$ cat src/rtl/debounce_pkg.sv
// -----------------------------------------------------------------------------
// debounce_pkg
//
// Shared constants and helpers for the multi-channel switch debouncer.
//
// Contents:
//   DEFAULT_DELAY        - cycles an input must stay changed before it is
//                          accepted (0.01 s at 100 MHz)
//   DEFAULT_REPEAT_FIRST - cycles held before the first auto-repeat pulse
//   DEFAULT_REPEAT_RATE  - cycles between later auto-repeat pulses
//   cnt_width(x)         - bits needed for a counter that holds 0..x
//
// The auto-repeat constants are used only when DEBOUNCE_AUTOREPEAT_EN is
// defined.
// -----------------------------------------------------------------------------
package debounce_pkg;

    localparam int DEFAULT_DELAY        = 1000000;
    localparam int DEFAULT_REPEAT_FIRST = 50000000;
    localparam int DEFAULT_REPEAT_RATE  = 10000000;

    // Width of a counter that must represent every value 0..x.
    function automatic int cnt_width(input int x);
        return $clog2(x + 1);
    endfunction

endpackage : debounce_pkg

$ cat src/rtl/debounce_ch.sv
// -----------------------------------------------------------------------------
// debounce_ch
//
// Debounces one asynchronous switch input. The raw input goes through a
// two-flop synchroniser. A counter then measures how long the synchronised
// value has differed from the accepted (clean) level. Once it has differed
// for DELAY consecutive cycles, the new level is accepted and a one-cycle
// press or release pulse is produced. Both edges are debounced the same way.
//
// Optional feature (macro DEBOUNCE_AUTOREPEAT_EN):
//   While the clean level stays high, repeat_pulse fires REPEAT_FIRST cycles
//   after the press and then every REPEAT_RATE cycles. Without the macro,
//   repeat_pulse is tied low and no repeat counter exists.
//
// Ports:
//   clk           in   system clock, rising edge
//   reset         in   asynchronous reset, active low
//   noisy         in   raw switch input (asynchronous)
//   clean         out  debounced level
//   press         out  one-cycle pulse on the cycle clean rises
//   release_pulse out  one-cycle pulse on the cycle clean falls
//   repeat_pulse  out  one-cycle auto-repeat pulse while held
// -----------------------------------------------------------------------------
module debounce_ch
    import debounce_pkg::*;
#(
    parameter int DELAY        = DEFAULT_DELAY,
    parameter int REPEAT_FIRST = DEFAULT_REPEAT_FIRST,
    parameter int REPEAT_RATE  = DEFAULT_REPEAT_RATE
) (
    input  logic clk,
    input  logic reset,
    input  logic noisy,
    output logic clean,
    output logic press,
    output logic release_pulse,
    output logic repeat_pulse
);

    localparam int CW = cnt_width(DELAY);

    logic          s1;
    logic          s2;
    logic [CW-1:0] count;
    logic          accept;

    // The synchronised input has disagreed with clean for DELAY cycles,
    // counting this one. The counter is cleared on acceptance, so it never
    // goes past DELAY-1.
    assign accept = (s2 != clean) && (count == CW'(DELAY - 1));

    always_ff @(posedge clk or negedge reset) begin
        if (!reset) begin
            s1            <= 1'b0;
            s2            <= 1'b0;
            count         <= '0;
            clean         <= 1'b0;
            press         <= 1'b0;
            release_pulse <= 1'b0;
        end else begin
            s1            <= noisy;
            s2            <= s1;
            press         <= 1'b0;
            release_pulse <= 1'b0;
            if (s2 == clean) begin
                // Any agreement discards progress: no partial credit
                // carries across a glitch.
                count <= '0;
            end else if (accept) begin
                clean         <= s2;
                count         <= '0;
                press         <= s2;
                release_pulse <= ~s2;
            end else begin
                count <= count + 1'b1;
            end
        end
    end

`ifdef DEBOUNCE_AUTOREPEAT_EN

    localparam int RMAX = (REPEAT_FIRST > REPEAT_RATE) ? REPEAT_FIRST : REPEAT_RATE;
    localparam int RW   = cnt_width(RMAX);

    logic [RW-1:0] rcnt;
    logic          first_done;
    logic [RW-1:0] rlimit;

    // Before the first repeat the hold period is REPEAT_FIRST. After it the
    // counter restarts from zero and runs at REPEAT_RATE.
    assign rlimit = first_done ? RW'(REPEAT_RATE - 1) : RW'(REPEAT_FIRST - 1);

    always_ff @(posedge clk or negedge reset) begin
        if (!reset) begin
            rcnt         <= '0;
            first_done   <= 1'b0;
            repeat_pulse <= 1'b0;
        end else if (!clean || accept) begin
            // Held in reset while the switch is released. Also cleared on
            // every acceptance. On a press edge this starts the hold period
            // from the press cycle. On a release edge it suppresses any repeat
            // in the release cycle.
            rcnt         <= '0;
            first_done   <= 1'b0;
            repeat_pulse <= 1'b0;
        end else if (rcnt == rlimit) begin
            rcnt         <= '0;
            first_done   <= 1'b1;
            repeat_pulse <= 1'b1;
        end else begin
            rcnt         <= rcnt + 1'b1;
            repeat_pulse <= 1'b0;
        end
    end

`else

    // Feature disabled: repeat_pulse is a constant 0. The repeat parameters
    // are still referenced so both builds share one parameter list. The
    // configuration term is always true for legal settings.
    localparam bit REPEAT_CFG_OK = (REPEAT_FIRST >= 1) && (REPEAT_RATE >= 1);

    assign repeat_pulse = 1'b0 & REPEAT_CFG_OK;

`endif

endmodule : debounce_ch

$ cat src/rtl/debounce_multi.sv
// -----------------------------------------------------------------------------
// debounce_multi
//
// Debounces N_CH independent push-button/switch inputs in parallel. Each
// channel has its own synchroniser, debounce counter and edge pulses (see
// debounce_ch). Channels do not interact. Simultaneous events on several
// channels each raise their own pulse in the same cycle.
//
// The per-channel release and auto-repeat pulses are exposed as
// release_pulse and repeat_pulse, because "release" and "repeat" are
// reserved words in SystemVerilog.
//
// Optional feature (macro DEBOUNCE_AUTOREPEAT_EN): enables the per-channel
// auto-repeat pulse. Without it, repeat_pulse is all zeros.
//
// Ports:
//   clk           in   system clock, rising edge
//   reset         in   asynchronous reset, active low
//   noisy         in   [N_CH] raw switch inputs
//   clean         out  [N_CH] debounced levels
//   press         out  [N_CH] one-cycle pulse when clean rises
//   release_pulse out  [N_CH] one-cycle pulse when clean falls
//   repeat_pulse  out  [N_CH] one-cycle auto-repeat pulse while held
//   any_press     out  registered OR of press, one cycle after the press pulse
// -----------------------------------------------------------------------------
module debounce_multi
    import debounce_pkg::*;
#(
    parameter int N_CH         = 4,
    parameter int DELAY        = DEFAULT_DELAY,
    parameter int REPEAT_FIRST = DEFAULT_REPEAT_FIRST,
    parameter int REPEAT_RATE  = DEFAULT_REPEAT_RATE
) (
    input  logic            clk,
    input  logic            reset,
    input  logic [N_CH-1:0] noisy,
    output logic [N_CH-1:0] clean,
    output logic [N_CH-1:0] press,
    output logic [N_CH-1:0] release_pulse,
    output logic [N_CH-1:0] repeat_pulse,
    output logic            any_press
);

    for (genvar i = 0; i < N_CH; i++) begin : g_ch
        debounce_ch #(
            .DELAY        (DELAY),
            .REPEAT_FIRST (REPEAT_FIRST),
            .REPEAT_RATE  (REPEAT_RATE)
        ) u_ch (
            .clk           (clk),
            .reset         (reset),
            .noisy         (noisy[i]),
            .clean         (clean[i]),
            .press         (press[i]),
            .release_pulse (release_pulse[i]),
            .repeat_pulse  (repeat_pulse[i])
        );
    end

    // Registered so that downstream logic sees a flop output. It lags the
    // press pulses by exactly one cycle.
    always_ff @(posedge clk or negedge reset) begin
        if (!reset) begin
            any_press <= 1'b0;
        end else begin
            any_press <= |press;
        end
    end

endmodule : debounce_multi

$ cat config.mk
export PLATFORM = sky130hd
export DESIGN_NAME = debounce_multi
export DESIGN_NICKNAME = d
export VERILOG_FILES = /design/src/rtl/debounce_pkg.sv /design/src/rtl/debounce_ch.sv /design/src/rtl/debounce_multi.sv
export SDC_FILE = /design/constraint.sdc
export NUM_CORES = 1
export LEC_CHECK = 0
export ABC_AREA = 0
export BUFFER_PORTS_ARGS = -buffer_cell sky130_fd_sc_hd__buf_2
export CAP_MARGIN = 20
export CORE_MARGIN = 2
export CORE_UTILIZATION = 50
export DETAILED_ROUTE_END_ITERATION = 16
export HOLD_SLACK_MARGIN = 0.03
export MAX_ROUTING_LAYER = met4
export PLACE_DENSITY = 0.67
export REMOVE_ABC_BUFFERS = 1
export SYNTH_ARGS = -nofsm -noshare
export SYNTH_HDL_FRONTEND = slang
export SYNTH_SLANG_ARGS = --single-unit
$ cat constraint.sdc
create_clock -name clk -period 2.8 [get_ports clk]
set_input_delay 0.28 -clock clk [delete_from_list [all_inputs] [get_ports clk]]
set_output_delay 0.28 -clock clk [all_outputs]
set_load 0.02 [all_outputs]
==> report_table.html, run 1 <==
<table>
<tr><th>Metric</th><th>Value</th></tr>
<tr><th colspan="2">Outcome</th></tr>
<tr><td>Run status</td><td>finished, final reports clean</td></tr>
<tr><th colspan="2">Global routing</th></tr>
<tr><td>Met2 demand-to-capacity share in global routing</td><td>roughly 28%</td></tr>
<tr><td>Pin count of the biggest net entering global routing</td><td>75</td></tr>
<tr><td>Via count of the first global-routing pass</td><td>between 3000 and 4000</td></tr>
<tr><td>Total global routing overflow</td><td>0</td></tr>
<tr><td>Routing usage on met3</td><td>around 4.7%</td></tr>
<tr><td>GR peak layer</td><td>met2</td></tr>
<tr><td>First-pass GRT wire length</td><td>between 10000 and 15000 um</td></tr>
<tr><td>Initial antenna violation count</td><td>0</td></tr>
<tr><td>Global routing met1 resource utilization</td><td>between 20% and 30%</td></tr>
<tr><td>GRT Resource Usage Total</td><td>a little under a fifth</td></tr>
<tr><th colspan="2">Logic synthesis</th></tr>
<tr><td>Portion of synthesized cell area occupied by the leading cell type</td><td>a little over half</td></tr>
<tr><td>Portion of the post-synthesis area used by sequential elements</td><td>between 50% and 60%</td></tr>
<tr><td>Synthesized area divided by synthesized cell count</td><td>just over 10 um^2</td></tr>
<tr><td>Number of cells produced by synthesis</td><td>roughly 470</td></tr>
<tr><td>Warnings, synthesis</td><td>0</td></tr>
<tr><td>Cell taking the most area after synthesis</td><td>dfrtp_1</td></tr>
<tr><td>Flops &amp; latches, synth</td><td>around 100</td></tr>
<tr><td>Top cells by area in the synthesized netlist</td><td>dfrtp_1 53%, xnor2_1 5.5%, nor2_1 4.1%, xor2_1 3.5%, a21oi_1 2.8%</td></tr>
<tr><td>Mapped Area</td><td>~0.0048 mm^2</td></tr>
<tr><td>Number of distinct standard cells referenced by the synthesized netlist</td><td>40</td></tr>
<tr><th colspan="2">Final layout</th></tr>
<tr><td>Relative area change from synthesis to final layout</td><td>7.91%</td></tr>
<tr><td>Fin area</td><td>about 0.0052 mm^2</td></tr>
<tr><td>Share of layout cells above drive strength 1</td><td>between 10% and 20%</td></tr>
<tr><td>Post-layout utilization of the core</td><td>between 50% and 60%</td></tr>
<tr><td>Non-filler instance count after layout</td><td>~620</td></tr>
<tr><td>Most common cell after layout, fill and taps aside</td><td>dfrtp_1</td></tr>
<tr><td>Diodes inserted</td><td>0</td></tr>
<tr><td>Leading cell types in the layout, fill and taps excluded</td><td>101 x dfrtp_1, 52 x nor2_1, 30 x xnor2_1</td></tr>
<tr><td>Number of nets in the finished design</td><td>~500</td></tr>
<tr><th colspan="2">Critical path</th></tr>
<tr><td>Type of destination of the critical path</td><td>register</td></tr>
<tr><td>Kind of critical path</td><td>reg2reg</td></tr>
<tr><td>List of cells traversed by the critical path</td><td>or4b_1 -&gt; or4_4 -&gt; or3_4 -&gt; mux2_4</td></tr>
<tr><td>Family of cells with the greatest summed delay on the critical path</td><td>simple AND/OR/NAND/NOR gates</td></tr>
<tr><td>Data required time at the worst endpoint</td><td>3060 ps</td></tr>
<tr><td>Delay contributed by the slowest stage of the critical path</td><td>between 500 and 600 ps</td></tr>
<tr><td>Startpoint kind of the worst setup timing path</td><td>register</td></tr>
<tr><td>Maximum fanout encountered on the critical timing path</td><td>4</td></tr>
<tr><td>CP max-delay cell</td><td>or4b_1</td></tr>
<tr><td>Buffers and inverters on the worst path</td><td>0</td></tr>
<tr><td>Arrival @ worst endpoint</td><td>between 2000 and 2500 ps</td></tr>
<tr><th colspan="2">Timing</th></tr>
<tr><td>Final TNS setup</td><td>0 ps</td></tr>
<tr><td>Unrepaired setup endpoints after global routing</td><td>false</td></tr>
<tr><td>Final hold vios</td><td>0</td></tr>
<tr><td>Headroom to the max-slew limit</td><td>about two fifths</td></tr>
<tr><td>Final worst-path cycle share</td><td>about four fifths</td></tr>
<tr><td>Peak Freq</td><td>448 MHz</td></tr>
<tr><td>Post-layout min period</td><td>roughly 2200 ps</td></tr>
<tr><td>Max Slew Vio Count</td><td>0</td></tr>
<tr><td>Slew at the pin closest to its max-slew limit</td><td>roughly 900 ps</td></tr>
<tr><td>Final setup violation count</td><td>0</td></tr>
<tr><td>Layout Skew</td><td>roughly 11 ps</td></tr>
<tr><th colspan="2">Run</th></tr>
<tr><td>Number of max-cap violations</td><td>0</td></tr>
<tr><th colspan="2">Floorplan</th></tr>
<tr><td>Die X</td><td>102 um</td></tr>
<tr><td>Overall die height</td><td>102 um</td></tr>
<tr><td>Placeable core region</td><td>~0.0093 mm^2</td></tr>
<tr><td>Starting utilization of the core area</td><td>about 52%</td></tr>
<tr><td>Die Footprint</td><td>between 0.01 and 0.015 mm^2</td></tr>
<tr><td>Placement row count</td><td>35</td></tr>
<tr><td>Number of primary I/O pins</td><td>23</td></tr>
<tr><th colspan="2">Place</th></tr>
<tr><td>Placed cell area</td><td>about 0.0049 mm^2</td></tr>
<tr><td>Port Buffers</td><td>18</td></tr>
<tr><td>HPWL after detailed placement</td><td>slightly below 6000 um</td></tr>
<tr><td>Total instance count after detailed placement</td><td>601</td></tr>
<tr><td>Placer congestion estimate</td><td>between 0.8 and 0.9</td></tr>
<tr><th colspan="2">Detailed routing</th></tr>
<tr><td>Drt via density</td><td>5.45</td></tr>
<tr><td>Wire per inst</td><td>13.4 um</td></tr>
<tr><td>ANT nets after route</td><td>0</td></tr>
<tr><td>Starting DRC count in detailed routing</td><td>roughly 140</td></tr>
<tr><td>Drt total wl</td><td>approximately 8300 um</td></tr>
<tr><td>DRC violations left</td><td>0</td></tr>
<tr><td>Number of vias after detailed routing</td><td>3386</td></tr>
<tr><td>Number of search-and-repair iterations in the first detailed-routing pass</td><td>5</td></tr>
<tr><th colspan="2">Clocking</th></tr>
<tr><td>Maximum level of the CTS H-tree</td><td>3</td></tr>
<tr><td>Clock buffer depth</td><td>2</td></tr>
<tr><td>Clock transition time at the flip-flop clock pins of the worst setup and hold paths</td><td>approximately 100 ps</td></tr>
<tr><td>Number of buffers created by CTS</td><td>9</td></tr>
<tr><td>Cts repair resizes</td><td>0</td></tr>
<tr><td>Clock root cell</td><td>clkbuf_8</td></tr>
<tr><td>Number of clock sinks</td><td>between 100 and 150</td></tr>
<tr><td>Clock latency of the later-clocked register in the worst-skew pair</td><td>360 ps</td></tr>
<tr><td>CTS tree</td><td>yes</td></tr>
<tr><th colspan="2">Power and ir drop</th></tr>
<tr><td>Leakage power</td><td>2.10 nW</td></tr>
<tr><td>Total internal power</td><td>0.00186 W</td></tr>
<tr><td>IR drop worst, VDD</td><td>0.240 mV</td></tr>
<tr><td>Relative contribution of combinational cells to total power</td><td>under 10%</td></tr>
<tr><td>P_sw</td><td>between 0.0005 and 0.0006 W</td></tr>
<tr><td>Clock share of power</td><td>35.0%</td></tr>
<tr><td>Sequential share of power</td><td>61.1%</td></tr>
<tr><td>Switching part of the total</td><td>between 20% and 30%</td></tr>
<tr><td>Power density over cell area</td><td>roughly 470 mW/mm^2</td></tr>
<tr><th colspan="2">Hold path</th></tr>
<tr><td>Hold Crit Class</td><td>in2async</td></tr>
</table>
-- worst register-to-register path, cell delays in order, from the launching register on --
cell and delay (ps):
dfrtp_1 420, or4b_1 520, or4_4 510, or3_4 370, mux2_4 300
-- synthesized netlist by cell type --
cell type    n
or4b_2       1
and3_2       1
or4b_1       1
and3_1       7
conb_1       1
mux2_2       3
mux2_4       1
nor4b_1      2
or4_4        1
nand2_1     27
nand3_2      1
nand4_1     14
nand3_1     26
buf_4       17
xnor2_1     30
nor4bb_1     1
ha_1         4
nor4_1       7
or4_1       18
o31ai_2      3
o21ai_0     17
clkbuf_1    10
and2_1       1
or3_4        1
o31ai_4      1
nor3_1      13
nor3b_1      8
buf_2        1
nor2_1      52
and4_1       3
and3b_1      1
o31ai_1     10
a21oi_1     27
inv_1       13
or2_2        4
nor2b_1      1
nand4b_1     1
dfrtp_1    101
or3_1       21
xor2_1      19
-- metrics by stage --
stage | hold WS [ps] | worst slack, ps | total power [W]
after floorplan | -15.6 | 626 | 0.00156
after global placement | 335 | 589 | 0.00162
after detailed placement | 337 | 576 | 0.00162
after CTS | 36.3 | 563 | 0.00249
after global routing | 105 | 494 | 0.00257
final | 42.9 | 570 | 0.00245
-- cell families (layout without fill, tap and decap cells) --
kind of cell               count (synthesis)  in the layout  share of synthesized area [%]
DFF                                      101            101                           52.7
AOI/OAI and AO/OA                         58             58                           7.39
other                                      1              4                         0.0782
xor gates and xnor gates                  49             49                           8.95
and+or+nand+nor                          213            213                           24.2
muxes                                      4              4                           1.02
adders and majority gates                  4              4                           1.04
buffers and inverters                     41             59                           4.57
-- power groups by stage --
stage | Combinational (W) | Clock, W | Sequential (W)
floorplan | 0.0000417 | 0 | 0.00152
global placement | 0.0000929 | 0 | 0.00152
detailed placement | 0.0000931 | 0 | 0.00153
CTS | 0.0000965 | 0.000898 | 0.00150
global route | 0.000109 | 0.000965 | 0.00150
finish | 0.0000940 | 0.000859 | 0.00150
-- registers in the layout, indices dropped and copies added, names as in the netlist --
register,flops
any_press,1
g_ch.u_ch.press,4
g_ch.u_ch.s1,4
g_ch.u_ch.count,80
g_ch.u_ch.s2,4
g_ch.u_ch.release_pulse,4
g_ch.u_ch.clean,4
-- cell type report --
| class | count | area [um^2] |
|---|---|---|
| clock inverter | 6 | 46.3 |
| inverter | 13 | 48.8 |
| tap | 129 | 161 |
| multi-input combinational | 332 | 2060 |
| fill | 852 | 4110 |
| clock buffer | 10 | 138 |
| timing repair buffer | 30 | 193 |
| sequential | 101 | 2530 |
-- path summary, 6_finish.rpt --
path / startpoint / slack [ps] / cells past startpoint / end
worst max register to register: g_ch[3].u_ch.count[8]$_DFF_PN0_ / 570 / 4 / g_ch[3].u_ch.clean$_DFFE_PN0P_
worst min-delay path: reset / 40 / 1 / g_ch[0].u_ch.count[12]$_DFF_PN0_
max in group asynchronous: reset / 2000 / 2 / g_ch[3].u_ch.release_pulse$_DFF_PN0_
worst min register to register: g_ch[3].u_ch.s1$_DFF_PN0_ / 360 / 0 / g_ch[3].u_ch.s2$_DFF_PN0_
worst max-delay path: g_ch[3].u_ch.count[8]$_DFF_PN0_ / 570 / 4 / g_ch[3].u_ch.clean$_DFFE_PN0P_
min in group clk: g_ch[3].u_ch.s1$_DFF_PN0_ / 360 / 0 / g_ch[3].u_ch.s2$_DFF_PN0_
-- routing by layer --
layer,part of all wire (%),up-vias
li1,-,1678
met1,49,1656
met2,47,44
met3,2.6,8
met4,1.3,0
met5,0,-
-- timing repair --
action / in CTS / in global routing
setup buffers: 0 / 0
hold buffers: 3 / 1
endpoints found under the hold margin: 3 / 1
Note: power is estimated with default switching activity, not from simulation.
==> run 2: changes to the inputs <==
- clock period: 2.8 -> 2.3 ns (I/O delays scaled with it)
==> report_table.html, run 2 (same netlist as run 1, synthesis figures left out) <==
<table>
<tr><th>Metric</th><th>Value</th></tr>
<tr><th colspan="2">Place</th></tr>
<tr><td>Port Buffers</td><td>18 (unchanged)</td></tr>
<tr><td>HPWL after detailed placement</td><td>6000 um (was 5820 um)</td></tr>
<tr><td>Placed cell area</td><td>0.00498 mm^2 (was 0.00495 mm^2)</td></tr>
<tr><td>Placer congestion estimate</td><td>0.821 (was 0.838)</td></tr>
<tr><th colspan="2">Detailed routing</th></tr>
<tr><td>ANT nets after route</td><td>0 (unchanged)</td></tr>
<tr><td>Drt via density</td><td>5.53 (was 5.45)</td></tr>
<tr><td>Wire per inst</td><td>13.8 um (was 13.4 um)</td></tr>
<tr><td>Number of search-and-repair iterations in the first detailed-routing pass</td><td>4 (was 5)</td></tr>
<tr><td>Drt total wl</td><td>8640 um (was 8320 um)</td></tr>
<tr><td>DRC violations left</td><td>0 (unchanged)</td></tr>
<tr><td>Number of vias after detailed routing</td><td>3473 (was 3386)</td></tr>
<tr><td>Starting DRC count in detailed routing</td><td>75 (was 138)</td></tr>
<tr><th colspan="2">Final layout</th></tr>
<tr><td>Largest register FFs</td><td>80 (unchanged)</td></tr>
<tr><td>Relative area change from synthesis to final layout</td><td>9.34% (was 7.91%)</td></tr>
<tr><td>Number of nets in the finished design</td><td>504 (was 497)</td></tr>
<tr><td>Biggest register</td><td>g_ch.u_ch.count (unchanged)</td></tr>
<tr><td>Share of layout cells above drive strength 1</td><td>13.0% (was 12.0%)</td></tr>
<tr><td>Most common cell after layout, fill and taps aside</td><td>dfrtp_1 (unchanged)</td></tr>
<tr><td>Diodes inserted</td><td>0 (unchanged)</td></tr>
<tr><td>Fin area</td><td>0.00524 mm^2 (was 0.00517 mm^2)</td></tr>
<tr><td>Leading cell types in the layout, fill and taps excluded</td><td>101 x dfrtp_1, 52 x nor2_1, 30 x xnor2_1 (unchanged)</td></tr>
<tr><th colspan="2">Critical path</th></tr>
<tr><td>Arrival @ worst endpoint</td><td>2490 ps (about the same)</td></tr>
<tr><td>Maximum fanout encountered on the critical timing path</td><td>4 (unchanged)</td></tr>
<tr><td>Kind of critical path</td><td>reg2reg (unchanged)</td></tr>
<tr><td>Startpoint kind of the worst setup timing path</td><td>register (unchanged)</td></tr>
<tr><td>Type of destination of the critical path</td><td>register (unchanged)</td></tr>
<tr><td>Buffers and inverters on the worst path</td><td>0 (unchanged)</td></tr>
<tr><td>List of cells traversed by the critical path</td><td>or4_1 -&gt; or4_4 -&gt; or3_4 -&gt; mux2_4 (was or4b_1 -&gt; or4_4 -&gt; or3_4 -&gt; mux2_4)</td></tr>
<tr><td>Delay contributed by the slowest stage of the critical path</td><td>530 ps (was 520 ps)</td></tr>
<tr><td>Data required time at the worst endpoint</td><td>2550 ps (was 3060 ps)</td></tr>
<tr><td>CP max-delay cell</td><td>or4_1 (was or4b_1)</td></tr>
<tr><td>Family of cells with the greatest summed delay on the critical path</td><td>simple AND/OR/NAND/NOR gates (unchanged)</td></tr>
<tr><th colspan="2">Timing</th></tr>
<tr><td>Slew at the pin closest to its max-slew limit</td><td>653 ps (was 892 ps)</td></tr>
<tr><td>Post-layout min period</td><td>2240 ps (was 2230 ps)</td></tr>
<tr><td>Max Slew Vio Count</td><td>0 (unchanged)</td></tr>
<tr><td>Peak Freq</td><td>446 MHz (was 448 MHz)</td></tr>
<tr><td>Final hold vios</td><td>0 (unchanged)</td></tr>
<tr><td>Final setup violation count</td><td>0 (unchanged)</td></tr>
<tr><td>Headroom to the max-slew limit</td><td>56.5% (was 40.5%)</td></tr>
<tr><td>Final worst-path cycle share</td><td>97.5% (was 79.6%)</td></tr>
<tr><td>Final TNS setup</td><td>0 ps (unchanged)</td></tr>
<tr><td>Layout Skew</td><td>5.87 ps (was 11.0 ps)</td></tr>
<tr><th colspan="2">Clocking</th></tr>
<tr><td>Clock transition time at the flip-flop clock pins of the worst setup and hold paths</td><td>100 ps (about the same)</td></tr>
<tr><td>Number of clock sinks</td><td>101 (unchanged)</td></tr>
<tr><td>Clock latency of the later-clocked register in the worst-skew pair</td><td>350 ps (was 360 ps)</td></tr>
<tr><td>Number of buffers created by CTS</td><td>9 (unchanged)</td></tr>
<tr><td>Clock root cell</td><td>clkbuf_8 (unchanged)</td></tr>
<tr><td>Cts repair resizes</td><td>0 (unchanged)</td></tr>
<tr><td>CTS tree</td><td>yes (unchanged)</td></tr>
<tr><td>Clock buffer depth</td><td>2 (unchanged)</td></tr>
<tr><td>Maximum level of the CTS H-tree</td><td>3 (unchanged)</td></tr>
<tr><th colspan="2">Global routing</th></tr>
<tr><td>Initial antenna violation count</td><td>0 (unchanged)</td></tr>
<tr><td>GRT Resource Usage Total</td><td>18.6% (was 18.1%)</td></tr>
<tr><td>Total global routing overflow</td><td>0 (unchanged)</td></tr>
<tr><td>Via count of the first global-routing pass</td><td>3203 (was 3241)</td></tr>
<tr><td>Pin count of the biggest net entering global routing</td><td>54 (was 75)</td></tr>
<tr><td>First-pass GRT wire length</td><td>14800 um (was 14600 um)</td></tr>
<tr><th colspan="2">Power and ir drop</th></tr>
<tr><td>IR drop worst, VDD</td><td>0.421 mV (was 0.240 mV)</td></tr>
<tr><td>Leakage power</td><td>2.14 nW (was 2.10 nW)</td></tr>
<tr><td>Power density over cell area</td><td>570 mW/mm^2 (was 474 mW/mm^2)</td></tr>
<tr><th colspan="2">Floorplan</th></tr>
<tr><td>Placeable core region</td><td>0.00928 mm^2 (unchanged)</td></tr>
<tr><td>Starting utilization of the core area</td><td>51.6% (unchanged)</td></tr>
<tr><td>Die X</td><td>102 um (unchanged)</td></tr>
<tr><td>Placement row count</td><td>35 (unchanged)</td></tr>
<tr><td>Number of primary I/O pins</td><td>23 (unchanged)</td></tr>
<tr><td>Overall die height</td><td>102 um (unchanged)</td></tr>
<tr><td>Die Footprint</td><td>0.0104 mm^2 (unchanged)</td></tr>
<tr><th colspan="2">Hold path</th></tr>
<tr><td>Hold Crit Class</td><td>reg2reg (was in2async)</td></tr>
<tr><th colspan="2">Outcome</th></tr>
<tr><td>Run status</td><td>finished, final reports clean (unchanged)</td></tr>
<tr><th colspan="2">Run</th></tr>
<tr><td>Number of max-cap violations</td><td>0 (unchanged)</td></tr>
</table>
[run 2: cell types whose count changed in the layout (fill, tap and decap cells not counted)]
cell,before,now
buf_4,9,14
clkinv_4,1,3
buf_12,0,1
clkinv_2,2,1
dlygate4sd3_1,4,5
inv_8,1,0
[run 2: area by class of cell]
type	count	area (um^2)
clock buffer	10	138
clock inverter	6	47.5
fill	813	4040
inverter	13	48.8
multi-input combinational	332	2060
sequential	101	2530
tap	129	161
timing repair buffer	37	260
[run 2: path summary, 6_finish.rpt]
path	end	cells after the start	start	slack [ps]
min in group asynchronous	g_ch[1].u_ch.count[19]$_DFF_PN0_	2	reset	430
setup / recovery	g_ch[3].u_ch.clean$_DFFE_PN0P_	4	g_ch[3].u_ch.count[7]$_DFF_PN0_	60
hold reg to reg	g_ch[3].u_ch.s2$_DFF_PN0_	0	g_ch[3].u_ch.s1$_DFF_PN0_	360
setup reg to reg	g_ch[3].u_ch.clean$_DFFE_PN0P_	4	g_ch[3].u_ch.count[7]$_DFF_PN0_	60
max in group asynchronous	g_ch[3].u_ch.count[17]$_DFF_PN0_	3	reset	1100
hold / removal	g_ch[3].u_ch.s2$_DFF_PN0_	0	g_ch[3].u_ch.s1$_DFF_PN0_	360
[run 2: timing repair]
action | in CTS | in global routing
hold endpoints to repair | 54 | 0
setup endpoints to repair | 0 | 1
setup buffers | 0 | 3
hold buffers | 5 | 0
[run 2: routing by layer]
metal / part of all wire, % / GRT usage [%]
met4: 0.64 / 4.72
met1: 47 / 24.6
met3: 3.1 / 4.10
met2: 49 / 29.3
met5: 0 / -
[run 2: metrics by stage]
| stage | total power (W) | util (%) | cells | hold slack (ps) | worst slack [ps] |
|---|---|---|---|---|---|
| floorplan | 0.00190 | - | 446 | -65.6 | 126 |
| global placement | 0.00197 | 53.7 | 604 | 302 | 93.4 |
| detailed placement | 0.00198 | 53.7 | 604 | 307 | 65.1 |
| CTS | 0.00304 | 56.2 | 625 | 364 | 51.1 |
| global route | 0.00313 | 56.5 | 628 | 376 | -9.27 |
| finish | 0.00299 | 56.5 | 628 | 360 | 57.0 |
[run 2: power breakdown]
| group | total, W | switching [W] | leakage (nW) | internal [W] |
|---|---|---|---|---|
| Clock | 0.00105 | 0.000615 | 0.0928 | 0.000431 |
| Sequential | 0.00182 | 0.0000240 | 1.38 | 0.00180 |
| Combinational | 0.000121 | 0.0000781 | 0.662 | 0.0000429 |
| Total | 0.00299 | 0.000717 | 2.14 | 0.00227 |
[run 2: worst register-to-register path, cell delays in order (launching register included)]
cell	delay, ps
dfrtp_1	420
or4_1	530
or4_4	520
or3_4	370
mux2_4	300
